==> src/rtl/mem_arb_pkg.sv <==
// Shared types for the cache/memory scheduler: bus encodings, tag ownership and grant selection.
package mem_arb_pkg;
   localparam int XLEN      = 32;
   localparam int MEM_TAG_W = 4;

   typedef enum logic [1:0] {BUS_NONE, BUS_LOAD, BUS_STORE} BUS_COMMAND;
   typedef enum logic [1:0] {BYTE, HALF, WORD, DOUBLE} MEM_SIZE;

   typedef enum logic {OWNER_I, OWNER_D} MEM_OWNER;

   typedef struct packed {
      logic     valid;
      MEM_OWNER owner;
   } tag_entry_t;

   typedef enum logic [1:0] {GRANT_NONE, GRANT_I, GRANT_D} grant_e;
endpackage

==> src/rtl/mem_tag_table.sv <==
// Per-tag ownership table: a return clears its entry before a same-cycle accept sets it,
// so a recycled tag ends owned by the new requester. Tracks occupancy and a sticky error.
module mem_tag_table
   import mem_arb_pkg::*;
#(
   parameter int NUM_TAGS = 16
) (
   input  logic                 clk_i,
   input  logic                 rst_i,
   input  logic                 alloc_vld_i,
   input  logic [MEM_TAG_W-1:0] alloc_tag_i,
   input  MEM_OWNER             alloc_owner_i,
   input  logic                 free_vld_i,
   input  logic [MEM_TAG_W-1:0] free_tag_i,
   output logic                 lookup_valid_o,
   output MEM_OWNER             lookup_owner_o,
   output logic [4:0]           outstanding_cnt_o,
   output logic                 tag_error_o
);
   tag_entry_t tbl_q [NUM_TAGS];
   tag_entry_t tbl_d [NUM_TAGS];
   logic [4:0] cnt_q, cnt_d;
   logic       err_q, err_d;
   logic       hit;

   assign lookup_valid_o    = tbl_q[free_tag_i].valid;
   assign lookup_owner_o    = tbl_q[free_tag_i].owner;
   assign hit               = free_vld_i && tbl_q[free_tag_i].valid;
   assign outstanding_cnt_o = cnt_q;
   assign tag_error_o       = err_q;

   always_comb begin
      tbl_d = tbl_q;
      err_d = err_q;
      if (free_vld_i) begin
         if (hit) tbl_d[free_tag_i].valid = 1'b0;
         else     err_d = 1'b1;
      end
      // Checked after the clear so a same-cycle recycle is not a duplicate.
      if (alloc_vld_i) begin
         if (tbl_d[alloc_tag_i].valid) err_d = 1'b1;
         tbl_d[alloc_tag_i] = '{valid: 1'b1, owner: alloc_owner_i};
      end
      cnt_d = cnt_q + {4'b0, alloc_vld_i} - {4'b0, hit};
   end

   always_ff @(posedge clk_i) begin
      if (rst_i) begin
         for (int i = 0; i < NUM_TAGS; i++) tbl_q[i] <= '{valid: 1'b0, owner: OWNER_I};
         cnt_q <= '0;
         err_q <= 1'b0;
      end else begin
         tbl_q <= tbl_d;
         cnt_q <= cnt_d;
         err_q <= err_d;
      end
   end
endmodule

==> src/rtl/mem_req_scheduler.sv <==
// Shares the memory port between Icache and Dcache (Dcache priority) and routes returns to the tag owner.
// Optional macro MEM_ARB_FAIRNESS_EN adds an Icache anti-starvation guard.
module mem_req_scheduler
   import mem_arb_pkg::*;
#(
   parameter int NUM_TAGS     = 16,
   parameter int STARVE_LIMIT = 4
) (
   input  logic                 clock,
   input  logic                 reset,
   input  BUS_COMMAND           Dcache2mem_command,
   input  MEM_SIZE              Dcache2mem_size,
   input  logic [XLEN-1:0]      Dcache2mem_addr,
   input  logic [63:0]          Dcache2mem_data,
   input  BUS_COMMAND           Icache2mem_command,
   input  logic [XLEN-1:0]      Icache2mem_addr,
   input  logic [MEM_TAG_W-1:0] mem2cache_response,
   input  logic [63:0]          mem2cache_data,
   input  logic [MEM_TAG_W-1:0] mem2cache_tag,
   output BUS_COMMAND           cache2mem_command,
   output MEM_SIZE              cache2mem_size,
   output logic [XLEN-1:0]      cache2mem_addr,
   output logic [63:0]          cache2mem_data,
   output logic [MEM_TAG_W-1:0] mem2Dcache_response,
   output logic [MEM_TAG_W-1:0] mem2Icache_response,
   output logic [63:0]          mem2Dcache_data,
   output logic [63:0]          mem2Icache_data,
   output logic [MEM_TAG_W-1:0] mem2Dcache_tag,
   output logic [MEM_TAG_W-1:0] mem2Icache_tag,
   output logic [4:0]           outstanding_cnt,
   output logic                 tag_error
);
   grant_e   grant;
   logic     d_req, i_req, i_force, accept, alloc_vld, free_vld, lookup_valid;
   MEM_OWNER lookup_owner;

   // Masking requests under reset keeps every combinational output idle.
   assign d_req = !reset && (Dcache2mem_command != BUS_NONE);
   assign i_req = !reset && (Icache2mem_command != BUS_NONE);

`ifdef MEM_ARB_FAIRNESS_EN
   localparam int SW = $clog2(STARVE_LIMIT + 1);
   logic [SW-1:0] starve_cnt_q, starve_cnt_d;

   assign i_force = (starve_cnt_q == SW'(STARVE_LIMIT));

   always_comb begin
      starve_cnt_d = '0;
      if (i_req && (grant != GRANT_I))
         starve_cnt_d = i_force ? starve_cnt_q : starve_cnt_q + SW'(1);
   end

   always_ff @(posedge clock) begin
      if (reset) starve_cnt_q <= '0;
      else       starve_cnt_q <= starve_cnt_d;
   end
`else
   // Strict Dcache priority; the limit only matters when the guard is built in.
   assign i_force = 1'b0 & (STARVE_LIMIT > 0);
`endif

   always_comb begin
      grant = GRANT_NONE;
      if (d_req && i_req) grant = i_force ? GRANT_I : GRANT_D;
      else if (d_req)     grant = GRANT_D;
      else if (i_req)     grant = GRANT_I;
   end

   always_comb begin
      cache2mem_command = BUS_NONE;
      cache2mem_size    = BYTE;
      cache2mem_addr    = '0;
      cache2mem_data    = '0;
      case (grant)
         GRANT_D: begin
            cache2mem_command = Dcache2mem_command;
            cache2mem_size    = Dcache2mem_size;
            cache2mem_addr    = Dcache2mem_addr;
            cache2mem_data    = Dcache2mem_data;
         end
         GRANT_I: begin
            cache2mem_command = Icache2mem_command;
            cache2mem_size    = DOUBLE;
            cache2mem_addr    = Icache2mem_addr;
         end
         default: ;
      endcase
   end

   assign accept              = (grant != GRANT_NONE) && (mem2cache_response != '0);
   assign alloc_vld           = accept && (cache2mem_command == BUS_LOAD);
   assign mem2Dcache_response = (grant == GRANT_D) ? mem2cache_response : '0;
   assign mem2Icache_response = (grant == GRANT_I) ? mem2cache_response : '0;

   assign free_vld        = !reset && (mem2cache_tag != '0);
   assign mem2Dcache_tag  = (free_vld && lookup_valid && lookup_owner == OWNER_D) ? mem2cache_tag : '0;
   assign mem2Icache_tag  = (free_vld && lookup_valid && lookup_owner == OWNER_I) ? mem2cache_tag : '0;
   assign mem2Dcache_data = mem2cache_data;
   assign mem2Icache_data = mem2cache_data;

   mem_tag_table #(.NUM_TAGS(NUM_TAGS)) u_tag_table (
      .clk_i             (clock),
      .rst_i             (reset),
      .alloc_vld_i       (alloc_vld),
      .alloc_tag_i       (mem2cache_response),
      .alloc_owner_i     ((grant == GRANT_D) ? OWNER_D : OWNER_I),
      .free_vld_i        (free_vld),
      .free_tag_i        (mem2cache_tag),
      .lookup_valid_o    (lookup_valid),
      .lookup_owner_o    (lookup_owner),
      .outstanding_cnt_o (outstanding_cnt),
      .tag_error_o       (tag_error)
   );
endmodule

==> config.mk <==
export PLATFORM = sky130hd
export DESIGN_NAME = mem_req_scheduler
export DESIGN_NICKNAME = d
export VERILOG_FILES = /design/src/rtl/mem_arb_pkg.sv /design/src/rtl/mem_tag_table.sv /design/src/rtl/mem_req_scheduler.sv
export SDC_FILE = /design/constraint.sdc
export NUM_CORES = 1
export LEC_CHECK = 0
export CORE_AREA = 2 2 180 182
export CTS_CLUSTER_DIAMETER = 100
export CTS_CLUSTER_SIZE = 28
export DETAILED_ROUTE_END_ITERATION = 8
export DIE_AREA = 0 0 182 184
export GPL_TIMING_DRIVEN = 0
export MAX_ROUTING_LAYER = met4
export PLACE_DENSITY_LB_ADDON = 0.1
export SLEW_MARGIN = 20
export SYNTH_ARGS = -nofsm -noshare
export SYNTH_HDL_FRONTEND = slang
export SYNTH_SLANG_ARGS = --single-unit
==> constraint.sdc <==
create_clock -name clock -period 3.95 [get_ports clock]
set_clock_uncertainty 0.15 [all_clocks]
set_input_delay 0.5925 -clock clock [delete_from_list [all_inputs] [get_ports clock]]
set_output_delay 0.5925 -clock clock [all_outputs]
set_load 0.02 [all_outputs]
# ---- Word level (Yosys, flattened, before mapping)
# Cells that the tools add are included.
dict set report totals {
  ff_bits 38
  output_inout_bits 250
  word_cells 94
}
dict set report classes {
  addsub 2
  magnitude_cmp 4
  n_eq_ne 3
  muxes 31
  bitwise 3
  reduce_logical 17
}
# op count
set ops {}
lappend ops {{$mux W32} 3}
lappend ops {{$bwmux W32} 2}
lappend ops {{$mux W64} 1}
lappend ops {{$pmux W32 S2} 1}
lappend ops {{$bmux W2 S4} 2}
lappend ops {{$demux W2 S4} 2}
lappend ops {{$mux W2} 8}
lappend ops {{$mux W4} 4}
lappend ops {{$logic_and A1 B1 Y1} 11}
lappend ops {{$ge A5 B5 Y1 const B} 2}
lappend ops {{$lt A5 B1 Y1 const B} 2}
lappend ops {{$not A4 Y5} 2}
lappend ops {{$pmux W2 S2} 2}
lappend ops {{$reduce_bool A4 Y1} 2}
lappend ops {{$mux W1} 6}
lappend ops {{$reduce_bool A2 Y1} 3}
lappend ops {{$add A5 B1 Y5} 1}
lappend ops {{$sub A5 B1 Y5} 1}
lappend ops {{$eq A2 B1 Y1 const B} 2}
lappend ops {{$eq A2 B2 Y1 const B} 1}
lappend ops {{$logic_not A1 Y1} 1}
lappend ops {{$not A1 Y1} 1}

# ---- Logic depth before layout (Yosys ltp)
# Gate-level depths: netlist of run 1.
dict set report logic_depth {
  ltp_word 13
  depth_mapped 16
  depth_no_buf 14
}

# ---- Modules after synthesis
# From an unflattened synthesis of run 1, not the netlist that was laid out.
dict set report hier_totals {
  cells_unflattened 509
  area_unflattened_um2 4088.9
}
# mod n_inst cells_each area_each_um2 seq_area_each_um2
set by_module_without_submodules {}
lappend by_module_without_submodules {mem_tag_table 1 235 2095.8 760.7}
lappend by_module_without_submodules {mem_req_scheduler 1 274 1993.2 0.0}

# ---- Worst setup path after synthesis of run 1
# OpenSTA, ideal clock, no wires.
dict set report synth_path {
  kind {input to register}
  startpoint {input mem2cache_tag[1]}
  endpoint {register u_tag_table.cnt_q[4], in the netlist u_tag_table.outstanding_cnt_o[4]}
  setup_time_ns 0.128
  t_arrival_ns 2.965
  required_time_ns 3.672
  slack_ns 0.707
  path_stages 15
  path_cell_list {buf_4 mux4_2 mux2_2 nand2_1 a21oi_1 ha_1 inv_1 ha_1 inv_1 fa_1 inv_1 a21o_1 a21oi_1 xnor2_1 nor2_1}
}
dict set report synth_between {
  elab_chain_cells 6
  word_cells_on_any_way 8
  cone_classes {add/sub: 1; mux: 3; bitwise: 1; reduce/logical: 3}
}
# element line_no
set synth_rtl {}
lappend synth_rtl {{start, declared} mem_req_scheduler.sv:19} ;# input logic [MEM_TAG_W-1:0] mem2cache_tag,
lappend synth_rtl {{$not A4 Y5 (not written as such)} mem_tag_table.sv:28} ;# assign hit = free_vld_i && tbl_q[free_tag_i].valid;
lappend synth_rtl {{$bmux W2 S4} mem_tag_table.sv:28}
lappend synth_rtl {{$mux W2 (not written as such) (2 in a row)} mem_tag_table.sv:28}
lappend synth_rtl {{$logic_and A1 B1 Y1 *} mem_tag_table.sv:28}
lappend synth_rtl {{$sub A5 B1 Y5 *} mem_tag_table.sv:44} ;# cnt_d = cnt_q + {4'b0, alloc_vld_i} - {4'b0, hit};
lappend synth_rtl {{end signal, assigned} mem_tag_table.sv:54} ;# cnt_q <= cnt_d;
lappend synth_rtl {{end, declared} mem_tag_table.sv:22} ;# logic [4:0] cnt_q, cnt_d;
# Mark *: on every way between the ends. The rest lies on a longest branch, timed or not. The select of a mux whose other input is x is not followed.
# A chain may end at the register's enable or synchronous reset.

# ---- Worst setup path after layout of run 1
dict set report layout_path {
  startpoint {input Dcache2mem_command[0]}
  endpoint {output cache2mem_data[9]}
}
dict set report layout_between {
  elab_chain_cells 6
  word_cells_on_any_way 7
  cone_classes {eq/ne: 1; mux: 3; reduce/logical: 3}
}
# element line_no
set layout_rtl {}
lappend layout_rtl {{start, declared} mem_req_scheduler.sv:11} ;# input BUS_COMMAND Dcache2mem_command,
lappend layout_rtl {{$reduce_bool A2 Y1 *} mem_req_scheduler.sv:38} ;# assign d_req = !reset && (Dcache2mem_command != BUS_NONE);
lappend layout_rtl {{$logic_and A1 B1 Y1 *} mem_req_scheduler.sv:38}
lappend layout_rtl {{$mux W2 / $logic_and A1 B1 Y1 (equally long branches)} {mem_req_scheduler.sv:65, mem_req_scheduler.sv:64}}
lappend layout_rtl {{$mux W2 *} mem_req_scheduler.sv:64} ;# if (d_req && i_req) grant = i_force ? GRANT_I : GRANT_D;
lappend layout_rtl {{$eq A2 B2 Y1 *} mem_req_scheduler.sv:74} ;# case (grant)
lappend layout_rtl {{$mux W64 *} mem_req_scheduler.sv:74}
lappend layout_rtl {{end, declared} mem_req_scheduler.sv:23} ;# output logic [63:0] cache2mem_data,
# Mark *: on every way between the ends. The rest lies on a longest branch, timed or not.

==> results of run 1 <==
-- layout make-up --
cell class                      instances  area (um^2)  area share
Buffer                                170         1150       0.133
Timing Repair Buffer                  391         3940       0.454
Tap cell                              402          503      0.0580
Inverter                               12         45.0     0.00519
Clock buffer                            6          139      0.0160
Sequential cell                        38          761      0.0877
Antenna cell                            4         10.0     0.00115
Multi-Input combinational cell        290         2100       0.242
Clock inverter                          1         30.0     0.00346
-- timing repair --
| action | CTS | global route |
|---|---|---|
| gates resized for setup | 10 | 16 |
| setup buffers | 0 | 0 |
| endpoints found under the setup margin | 46 | 26 |
| pin swaps | 0 | 1 |
-- critical path, stage by stage --
cell	delay, ns
clkdlybuf4s50_1	0.55
or2_1	0.12
clkbuf_1	0.35
clkbuf_1	0.38
and3_1	0.35
clkdlybuf4s50_1	0.73
-- stage by stage --
step	setup slack, ns	std cells	TNS (ns)	instance area, um^2
finish	0.118	1314	0	8680
global route	0.0198	1314	0	8680
CTS	0.0403	1310	0	8640
detailed placement	-0.376	1303	-10.49	8440
global placement	-0.390	1303	-11.12	8440
floorplan	0.707	510	0	4030
-- metal layers --
| metal | part of all wire | vias up | global-route usage |
|---|---|---|---|
| met5 | 0 | - | - |
| met4 | 0.0090 | 0 | 0.0203 |
| met3 | 0.085 | 12 | 0.0434 |
| met2 | 0.50 | 241 | 0.269 |
| met1 | 0.41 | 2342 | 0.177 |
| li1 | - | 2475 | - |
-- cells in the mapped netlist (all sizes together) --
library cell / n
o21ai: 11
nand4: 4
nor4: 1
a22o: 32
dfxtp: 38
a31oi: 1
o41ai: 2
nand2b: 7
o31ai: 6
o21a: 2
nor4b: 2
nand3: 4
a311oi: 4
a22oi: 1
a21o: 5
nor2: 23
o22ai: 1
a21oi: 26
mux2: 3
and3: 73
inv: 11
nand3b: 4
nand2: 12
clkbuf: 33
or4b: 1
clkinv: 1
a211oi: 2
nand4b: 1
fa: 1
xnor2: 1
ha: 5
xor2: 4
nor3: 10
and3b: 1
o211ai: 1
or2: 2
nor2b: 7
and2: 12
mux2i: 8
buf: 137
mux4: 10
-- cells by family after synthesis --
kind of cell / count (synthesis)
AO/OA/AOI/OAI: 94
XOR/XNOR: 5
adder cells (fa/ha/maj): 6
buffers and inverters: 182
flip-flops: 38
multiplexers: 21
AND/OR/NAND/NOR: 164
-- power breakdown --
group	switching (mW)	internal (mW)
registers	0.00800	0.395
logic	0.425	0.509
clock network	0.169	0.312
total	0.602	1.22
-- registers in the layout, indices dropped and copies added (netlist names) --
name / count
u_tag_table.outstanding_cnt_o: 5
u_tag_table.tag_error_o: 1
u_tag_table.tbl_q: 32
-- worst paths after layout --
check	startpoint	end	slack (ns)	depth (start not counted)
max	Dcache2mem_command[0]	cache2mem_data[9]	0.12	6
min	u_tag_table.tbl_q[30]	u_tag_table.tbl_q[30]	0.32	1
max reg2reg	u_tag_table.tbl_q[19]	u_tag_table.outstanding_cnt_o[4]	0.89	14
min reg2reg	u_tag_table.tbl_q[30]	u_tag_table.tbl_q[30]	0.32	1
==> run_results.csv, run 1 <==
group,metric,value,unit
cells_and_area,drive_gt1_frac,0.186,
clock_tree,cts_buffers,5,
cells_and_area,nets,1122,
logic_synthesis,syn-cell-area,4030,um^2
grt,gr-total-overflow,0,
power,ir_drop,0.190,mV
floorplan,die_area,33500,um^2
drt,drc_errors,0,
grt,grt_pass1_vias,5043,
drt,drt_wl_total,26500,um
floorplan,fp-row-count,65,
drt,postRouteAntennaNets,0,
logic_synthesis,synth-compound-area-share,0.167,
critical_path,cp_max_fo,10,
logic_synthesis,syn_nets,724,
floorplan,core-area,31400,um^2
timing,final_min_period_over_clock_period,0.970,
critical_path,critPathLaunchType,"primary input",
cells_and_area,final_util,0.276,
logic_synthesis,synth_top_area_share,0.244,
hold_path,hold_path_class,"flip-flop to flip-flop",
floorplan,initial_core_util,0.128,
logic_synthesis,synth_cells,510,
logic_synthesis,synthSimpleGateAreaFrac,0.236,
timing,report.final.slew_viol_count,0,
timing,worst-slew-pin-transition,0.799,ns
critical_path,critPathRequiredTime,3.21,ns
logic_synthesis,synth_mux_area_frac,0.0842,
floorplan,die_h,184,um
critical_path,crit_type,"primary input to primary output",
clock_tree,root_buffer,"clkbuf_16",
clock_tree,cts_hold_buf,0,
drt,drtIter0Drc,191,
clock_tree,cts_tree,"built",
run_status,status,"complete, no violations",
drt,num_vias,5070,
logic_synthesis,synth_top_area_cell,"buf_4",
grt,antenna_found_initial,4,
logic_synthesis,ys_warn_count,0,
clock_tree,clock-sinks,38,
logic_synthesis,seq_area_frac_synth,0.189,
drt,wire_per_inst,20.1,um
clock_tree,insertion_delay,0.29,ns
timing,rsz0062_at_grt,"false",
cells_and_area,fillers,3398,
drt,first_pass_iters,4,
clock_tree,cts_htree_levels,2,
logic_synthesis,ys_ff_latch,38,
timing,fmax,261,MHz
power,p_leak,3.73,nW
logic_synthesis,synth-adder-area-share,0.0205,
cells_and_area,syn_to_final_growth,116,%
critical_path,critPathArrivalTime,3.09,ns
job,maxCapViolCount,0,
timing,slew_headroom,0.466,
placement,gp_congestion,0.778,
placement,numPortBuffers,391,
grt,grt_max_degree,12,
drt,vias_per_cell,3.86,
placement,dp_hpwl,22900,um
floorplan,die_width,182,um
cells_and_area,layout_commonest_cell,"clkdlybuf4s50_1",
logic_synthesis,synth.avg_cell_area,7.89,um^2
grt,grt_usage,0.153,
logic_synthesis,yosys.area_share.xor_xnor,0.0109,
clock_tree,clk_pin_slew,0.06,ns
critical_path,endpoint_kind,"primary output",
clock_tree,clk_path_buf_depth,2,
timing,finalSetupViolations,0,
logic_synthesis,synth_top_family_by_area,"buffers and inverters",
logic_synthesis,synthTopCellsByArea,"buf_4 (24%), dfxtp_1 (19%), and3_1 (11%)",
timing,hold_slack,0.316,ns
logic_synthesis,netlist-cell-type-count,49,
power,powerDensity,210,nW/um^2
timing,period_minus_slack,3.83,ns
timing,hold_violations,0,
power,power.total,1.82,mW
floorplan,io_pins,458,
grt,grt_pass1_wl,36500,um
cells_and_area,final_cell_mix,"clkdlybuf4s50_1 (381), buf_4 (132), and3_1 (73)",
Power figures use the tool's default switching activity.
==> run 2: changes to the inputs <==
- CORE_AREA: 2 2 180 182 -> 2 2 179 181
- DIE_AREA: 0 0 182 184 -> 0 0 181 183
- clock period: 3.95 -> 3.2 ns (I/O delays scaled with it)
==> run 2 against run 1 <==
Core utilization is 0.28 points higher. Count of clock-buffer cells in the layout is 1 higher. Global-route usage is 0.69 points lower. Register-to-register slack worse by 0.63 ns. Final cell count is 0.38% higher. Combinational power is 22% higher. First-iteration DRC count is 17% higher. Clock power is 5.0% higher. Critical path depth is 1 higher. Sequential power is 24% higher. Die area is 1.1% lower. Hold slack worse by 0.00067 ns. Critical path type unchanged. Largest cell class unchanged.
==> run_results.csv, run 2 (synthesis results as in run 1) <==
group,metric,value,unit
grt,antenna_found_initial,6,
hold_path,hold_path_class,"flip-flop to flip-flop",
floorplan,io_pins,458,
floorplan,die_area,33100,um^2
floorplan,die_h,183,um
timing,report.final.slew_viol_count,0,
grt,gr-total-overflow,0,
job,maxCapViolCount,0,
timing,finalSetupViolations,0,
timing,period_minus_slack,3.13,ns
cells_and_area,layout_commonest_cell,"clkdlybuf4s50_1",
drt,drt_wl_total,24900,um
clock_tree,clk_path_buf_depth,2,
placement,dp_hpwl,21300,um
timing,worst-slew-pin-transition,0.835,ns
floorplan,die_width,181,um
timing,fmax,320,MHz
cells_and_area,fillers,3412,
timing,hold_slack,0.316,ns
grt,grt_pass1_wl,34900,um
clock_tree,cts_htree_levels,2,
clock_tree,cts_tree,"built",
critical_path,cp_slowest_stage_delay,0.52,ns
drt,postRouteAntennaNets,0,
critical_path,critPathArrivalTime,2.50,ns
cells_and_area,drive_gt1_frac,0.202,
critical_path,critPathLaunchType,"primary input",
floorplan,fp-row-count,65,
cells_and_area,final_cell_mix,"clkdlybuf4s50_1 (346), buf_4 (137), and3_1 (73)",
placement,numPortBuffers,391,
run_status,status,"complete, no violations",
timing,final_min_period_over_clock_period,0.977,
timing,slew_headroom,0.442,
floorplan,initial_core_util,0.129,
clock_tree,clk_pin_slew,0.06,ns
drt,first_pass_iters,4,
drt,drtIter0Drc,224,
power,ir_drop,0.250,mV
clock_tree,root_buffer,"clkbuf_16",
power,powerDensity,246,nW/um^2
hold_path,min_path_cells,2,
critical_path,crit_type,"primary input to primary output",
drt,num_vias,5103,
critical_path,r2r_cells,14,
cells_and_area,syn_to_final_growth,117,%
critical_path,critPathSlowestCell,"clkdlybuf4s50_1",
timing,rsz0062_at_grt,"false",
critical_path,crit_chain,"clkdlybuf4s50_1, clkbuf_8, nor3_4, clkbuf_8, buf_4, a22o_1, clkdlybuf4s15_2",
clock_tree,clock-sinks,38,
drt,drc_errors,0,
power,p_leak,3.91,nW
timing,hold_violations,0,
drt,wire_per_inst,18.8,um
placement,gp_congestion,0.772,
grt,grt_pass1_vias,4989,
cells_and_area,largest_register_ffs,32,
drt,vias_per_cell,3.87,
cells_and_area,largest_register,"u_tag_table.tbl_q",
grt,grt_max_degree,12,
critical_path,critPathRequiredTime,2.57,ns
power,power.total,2.14,mW
clock_tree,insertion_delay,0.28,ns
critical_path,endpoint_kind,"primary output",
grt,grt_usage,0.146,
critical_path,crit_top_cell,"clkbuf_8",
clock_tree,cts_buffers,5,
cells_and_area,nets,1124,
critical_path,cp_max_fo,10,
floorplan,core-area,31200,um^2
==> run 2: changes by cell type in the layout (fill, tap and decap cells not counted), sizes merged <==
cell	delta
clkdlybuf4s15	+3
dlygate4sd2	+31
clkdlybuf4s50	-35
bufinv	-1
clkinv	+1
buf	+3
diode	+2
dlymetal6s2s	+1
==> run 2: metal layers <==
metal / global-route usage / routed length (um) / share of wire / vias to the layer above
met4: 0.0286 / 368 / 0.015 / 0
met2: 0.264 / 12900 / 0.52 / 244
met5: - / 0 / 0 / -
met3: 0.0417 / 1970 / 0.079 / 16
li1: - / - / - / 2486
met1: 0.160 / 9580 / 0.39 / 2357
==> run 2: worst paths after layout <==
check	start	end	slack [ns]
max	reset	cache2mem_addr[13]	0.07
min	u_tag_table.tbl_q[7]	u_tag_table.tbl_q[7]	0.32
max reg2reg	u_tag_table.tbl_q[23]	u_tag_table.outstanding_cnt_o[4]	0.26
min reg2reg	u_tag_table.tbl_q[7]	u_tag_table.tbl_q[7]	0.32
==> run 2: critical path: cells and delay by family <==
| kind | cells | cell delay (ns) |
|---|---|---|
| compound gates | 1 | 0.26 |
| buf+inv | 5 | 1.49 |
| simple gates | 1 | 0.25 |
==> run 2: power by group <==
part           switching (mW)  internal (mW)  leakage, nW
Combinational           0.518          0.621         3.53
Sequential             0.0105          0.487        0.307
Clock                   0.196          0.309       0.0739
==> run 2: area by class of cell <==
cell class              instances  area, um^2  share of cell area
repair buffers                394        3930               0.450
multi-input cells             290        2130               0.244
plain buffers                 169        1190               0.136
flip-flops and latches         38         761              0.0873
well taps                     402         503              0.0577
clock buffers                   7         143              0.0164
inverters                      12        45.0             0.00517
diodes                          6        15.0             0.00172
clock inverters                 1        5.00            0.000574
==> run 2: what timing repair did <==
item / 4_1_cts / 5_1_grt
buffers inserted: 1 / 2
hold buffers: 0 / 0
pin swaps: 2 / 1
endpoints found under the setup margin: 118 / 25
gates cloned: 0 / 0
gates resized for setup: 67 / 20
==> run 2: stage by stage <==
step,setup slack [ns],TNS (ns),instance area (um^2),std cells,utilization
after floorplan,0.0700,0,4030,510,-
after global placement,-0.998,-47.20,8440,1303,0.270
after detailed placement,-1.01,-45.84,8440,1303,0.270
after CTS,0.00679,0,8640,1311,0.277
after global routing,0.000840,0,8720,1319,0.279
final,0.0725,0,8720,1319,0.279
==> run 3: changes to the inputs <==
- TNS_END_PERCENT: not set -> 100
==> results of run 3 <==
No change in the layout: final DEF, timing and power equal those of run 2.
==> edit 1, RTL diff (config.mk and constraints of run 3) <==
`NUM_TAGS` is set to 16 in 2 places; all go to 32.
--- a/src/rtl/mem_tag_table.sv
+++ b/src/rtl/mem_tag_table.sv
@@ -4,5 +4,5 @@
    import mem_arb_pkg::*;
 #(
-   parameter int NUM_TAGS = 16
+   parameter int NUM_TAGS = 32
 ) (
    input  logic                 clk_i,
--- a/src/rtl/mem_req_scheduler.sv
+++ b/src/rtl/mem_req_scheduler.sv
@@ -4,5 +4,5 @@
    import mem_arb_pkg::*;
 #(
-   parameter int NUM_TAGS     = 16,
+   parameter int NUM_TAGS     = 32,
    parameter int STARVE_LIMIT = 4
 ) (
Function: same outputs for any inputs over 4 cycles, from zero or initial values and one cycle with reset high; that may be too few to reach the edited logic, so the function may still have changed.
==> edit 1 against run 3 <==
- worst setup slack better by 29 ps
- non-clock buffer count rose by 9
- sequential cell count unchanged
- combinational power rose by 7%
- synthesized area increased by 2.1%
- count of clock-buffer cells in the layout unchanged
- power rose by 2.5%
- wire length up 6.4%
- cell area up 1.9%
- critical path type unchanged
- highest routed layer unchanged
==> edit 1: results (changes against run 3) <==
| Metric | Value |
|---|---|
| Status | completed |
| Vias in the first global route | 5,513 (+11%) |
| Port Buf Inserts | 393 (+0.51%) |
| Hold crit path type | flop to flop |
| Combinational share of power | 55.5% (+2.3 points) |
| Compound-Gate Fraction of Synth Area | 18.3% (+1.6 points) |
| Ys async rst share | 0% (unchanged) |
| Total wire length | 26.4 mm (+6.4%) |
| Global-route wire length before repair | 37.4 mm (+7.1%) |
| Crit Reg-Reg Startpoint | u_tag_table.tbl_q[37] |
| Critical Path Sink | cache2mem_addr[30] |
| Hold endpoint | u_tag_table.tbl_q[38] |
| Reg clk slew, reported paths | 60 ps (about the same) |
| Post-synthesis xor/xnor area fraction | 1.07% (-0.022 points) |
| Placed Area | 8550 µm² (+1.3%) |
| Syn Inst Count | 542 (+6.3%) |
| Placer Congestion | 0.795 (+3.0%) |
| Initial DRC count | 208 (-7.1%) |
| Worst Max-Slew Pin Slew | 596 ps (-239 ps) |
| Power Clock | 0.472 mW (-6.5%) |
| Maximum vdd ir drop | 196 µV (-22%) |
| CP peak stage delay | 520 ps (about the same) |
| Setup WS post-layout | 101 ps (+29.0 ps) |
| Comb power | 1.22 mW (+7%) |
| Yosys warning count | 0 (unchanged) |
| Root Driver | clkbuf_16 |
| Worst Path Max Fanout | 10 (unchanged) |
| Gr usage total | 15.7% (+1.1 points) |
| Hold Path Origin | u_tag_table.tbl_q[38] |
| Routed vias | 5,253 (+2.9%) |
| R2R cell count | 12 (-2) |
| Synth cell types | 53 (+8.2%) |
| Adder-cell share of the synthesized area | 2.01% (-0.042 points) |
| Initial antenna violation count | 10 (+4) |
| Switching Power | 0.767 mW (+5.9%) |
| Syn Nets | 756 (+4.4%) |
| R2R Setup Slk | 210 ps (-50 ps) |
| Commonest cells post-synth | buf_4, and3_1, dfxtp_1, clkbuf_1, nand2_1 |
| Wirelength per Cell | 19.4 µm (+2.9%) |
| CP arrival | 2470 ps (-30 ps) |
| Multiplexer share of the synthesized area | 7.76% (-0.66 points) |
| Place WS | -1130 ps (-124 ps) |
| CP startpoint | Dcache2mem_command[1] |
| WHS | 311 ps (-4.16 ps) |
| Placed instance count | 1,337 (+2.6%) |
| Layout cells sized above 1 | 21.8% (+1.6 points) |
| Detail Placement HPWL | 23.4 mm (+9.7%) |
| Cells taking the most area after synthesis | buf_4, dfxtp_1, and3_1, a22o_1, a21oi_1 |
| Pin count of the biggest net entering global routing | 11 (-1) |
| Pleak | 3.99 nW (+2.1%) |
| Number of flip-flops in the largest register | 32 (unchanged) |
| CTS buffer count | 5 (unchanged) |
| R2r endpoint | u_tag_table.outstanding_cnt_o[4] |
| Sequential area share after synthesis | 18.5% (-0.39 points) |
| Nets | 1,165 (+3.6%) |
edit 1: changes by cell type in the layout (fill, tap and decap cells not counted), moves of 5 or more:
cell             delta
a21oi_1             +6
clkbuf_2            +7
clkdlybuf4s50_1    -21
dlygate4sd2_1      +17
nand2_1            +20
nand3_1            +10
o31ai_1             -5
edit 1: area by class of cell:
class                   count  area (µm²)
diodes                     10        25.0
plain buffers             169        1210
clock buffers               7         133
fillers                  3412       22400
inverters                  15        60.1
multi-input cells         319        2240
flip-flops and latches     38         761
well taps                 402         503
repair buffers            403        3940
edit 1: routing by layer:
| metal | vias up | GRT usage, % | share of wire [%] |
|---|---|---|---|
| met5 | - | - | 0 |
| met4 | 0 | 3.87 | 1.8 |
| met3 | 17 | 4.75 | 8.3 |
| met2 | 220 | 26.7 | 50 |
| met1 | 2410 | 18.0 | 40 |
| li1 | 2606 | - | - |
edit 1: timing repair:
action,in CTS,in global routing
setup buffers,9,1
setup endpoints to repair,121,64
gates resized for setup,127,37
hold buffers,0,0
pin swaps,1,2
==> edit 2, RTL diff (config.mk and constraints of run 3) <==
Without the edit above. Register the output `mem2Dcache_tag`, without a reset; this adds one clock of latency there. The other outputs are not delayed to match.
--- a/src/rtl/mem_req_scheduler.sv
+++ b/src/rtl/mem_req_scheduler.sv
@@ -94,5 +94,7 @@
 
    assign free_vld        = !reset && (mem2cache_tag != '0);
-   assign mem2Dcache_tag  = (free_vld && lookup_valid && lookup_owner == OWNER_D) ? mem2cache_tag : '0;
+   always_ff @(posedge clock) begin
+      mem2Dcache_tag <= (free_vld && lookup_valid && lookup_owner == OWNER_D) ? mem2cache_tag : '0;
+   end
    assign mem2Icache_tag  = (free_vld && lookup_valid && lookup_owner == OWNER_I) ? mem2cache_tag : '0;
    assign mem2Dcache_data = mem2cache_data;
Formal check against the unedited RTL: not equivalent (a bounded check fails within 4 cycles, from zero or initial values and one cycle with reset high).
==> edit 2 against run 3 <==
- cell area up 1.5%
- wire length shrank 8.8%
- clock power rose by 16%
- sequential cell count grew 4
- synthesized area is 2.1% higher
- worst setup slack got worse by 23 ps
- power grew 5.6%
==> edit 2: results (changes against run 3) <==
| Metric | Value |
|---|---|
| Register Area | 841 µm² (+11%) |
| Sequential area share after synthesis | 20.4% (+1.6 points) |
| Layout cells sized above 1 | 20.0% (-0.15 points) |
| # diodes | 1 (-5) |
| Vias in the first global route | 5,126 (+2.7%) |
| Status | completed |
| Fraction of area in multi-input gates | 23.8% (-0.62 points) |
| Inverters | 14 (+2) |
| Syn Nets | 738 (+1.9%) |
| Met2 routed WL | 12.2 mm (-5.5%) |
| #MultiIn Comb | 301 (+3.8%) |
| Synthesis-to-finish area growth | 115% |
| Met3 WL | 1.82 mm (-7.7%) |
| Compound-Gate Fraction of Synth Area | 15.5% (-1.1 points) |
| Port Buf Inserts | 388 (-0.77%) |
| Detail Placement HPWL | 19.5 mm (-8.6%) |
| Met2 Use GR | 26.0% (-0.35 points) |
| Vias/cell | 3.90 (+0.70%) |
| Crit Reg-Reg Startpoint | u_tag_table.tbl_q[17] |
| Placed instance count | 1,314 (+0.84%) |
| Placed Area | 8500 µm² (+0.67%) |
| Hold endpoint | u_tag_table.tbl_q[23] |
| Met3 usage | 2.48% (-1.7 points) |
| M1 WL | 8.32 mm (-13%) |
| Postcts setup bufs | 2 (+1) |
| Clock-cell share of area | 1.88% (+0.19 points) |
| Nets | 1,136 (+1.1%) |
| Worst Max-Slew Pin Slew | 775 ps (-60.2 ps) |
| Pleak | 4.55 nW (+16%) |
| Clock Sinks | 42 (+11%) |
| Clock buffers | 6 (-1) |
| Commonest cells post-synth | buf_4, and3_1, dfxtp_1, nor2_1, a22o_1 |
| Placer Congestion | 0.786 (+1.9%) |
| Syn Inst Count | 524 (+2.7%) |
| CP arrival | 2520 ps (+20 ps) |
| Initial antenna violation count | 1 (-5) |
| Adder-cell share of the synthesized area | 2.01% (-0.043 points) |
| Post-synthesis xor/xnor area fraction | 1.06% (-0.023 points) |
| Maximum vdd ir drop | 158 µV (-37%) |
| CP peak stage delay | 550 ps (+30 ps) |
| Wirelength per Cell | 17.1 µm (-9.3%) |
| Cells taking the most area after synthesis | buf_4, dfxtp_1, and3_1, a22o_1, a21oi_1 |
| Hold Path Origin | u_tag_table.tbl_q[23] |
| Place WS | -701 ps (+306 ps) |
edit 2: changes by cell type after synthesis, moves of 6 or more:
cell	run 3	this run
nor2_1	23	35
mux2i_1	8	14
nand3_1	4	14
o31ai_1	6	0
nand2_1	12	18
and2_1	12	6
edit 2: worst max-delay path by stage:
stage	start	endpoint	slack [ps]	depth (start not counted)
global placement	Dcache2mem_command[0]	mem2Icache_response[1]	-670	6
global route	Dcache2mem_command[0]	cache2mem_data[22]	0.5	6
floorplan	mem2cache_tag[0]	u_tag_table.outstanding_cnt_o[4]	70	15
finish	Dcache2mem_command[1]	cache2mem_data[26]	50	6
detailed placement	Dcache2mem_command[0]	mem2Icache_response[1]	-700	6
CTS	Dcache2mem_command[1]	cache2mem_data[50]	0.2	6
edit 2: power by group:
group          internal [mW]  switching, mW  total [mW]
Clock                  0.369          0.215       0.584
Combinational          0.614          0.513        1.13
Sequential             0.539         0.0120       0.551
Total                   1.52          0.740        2.26
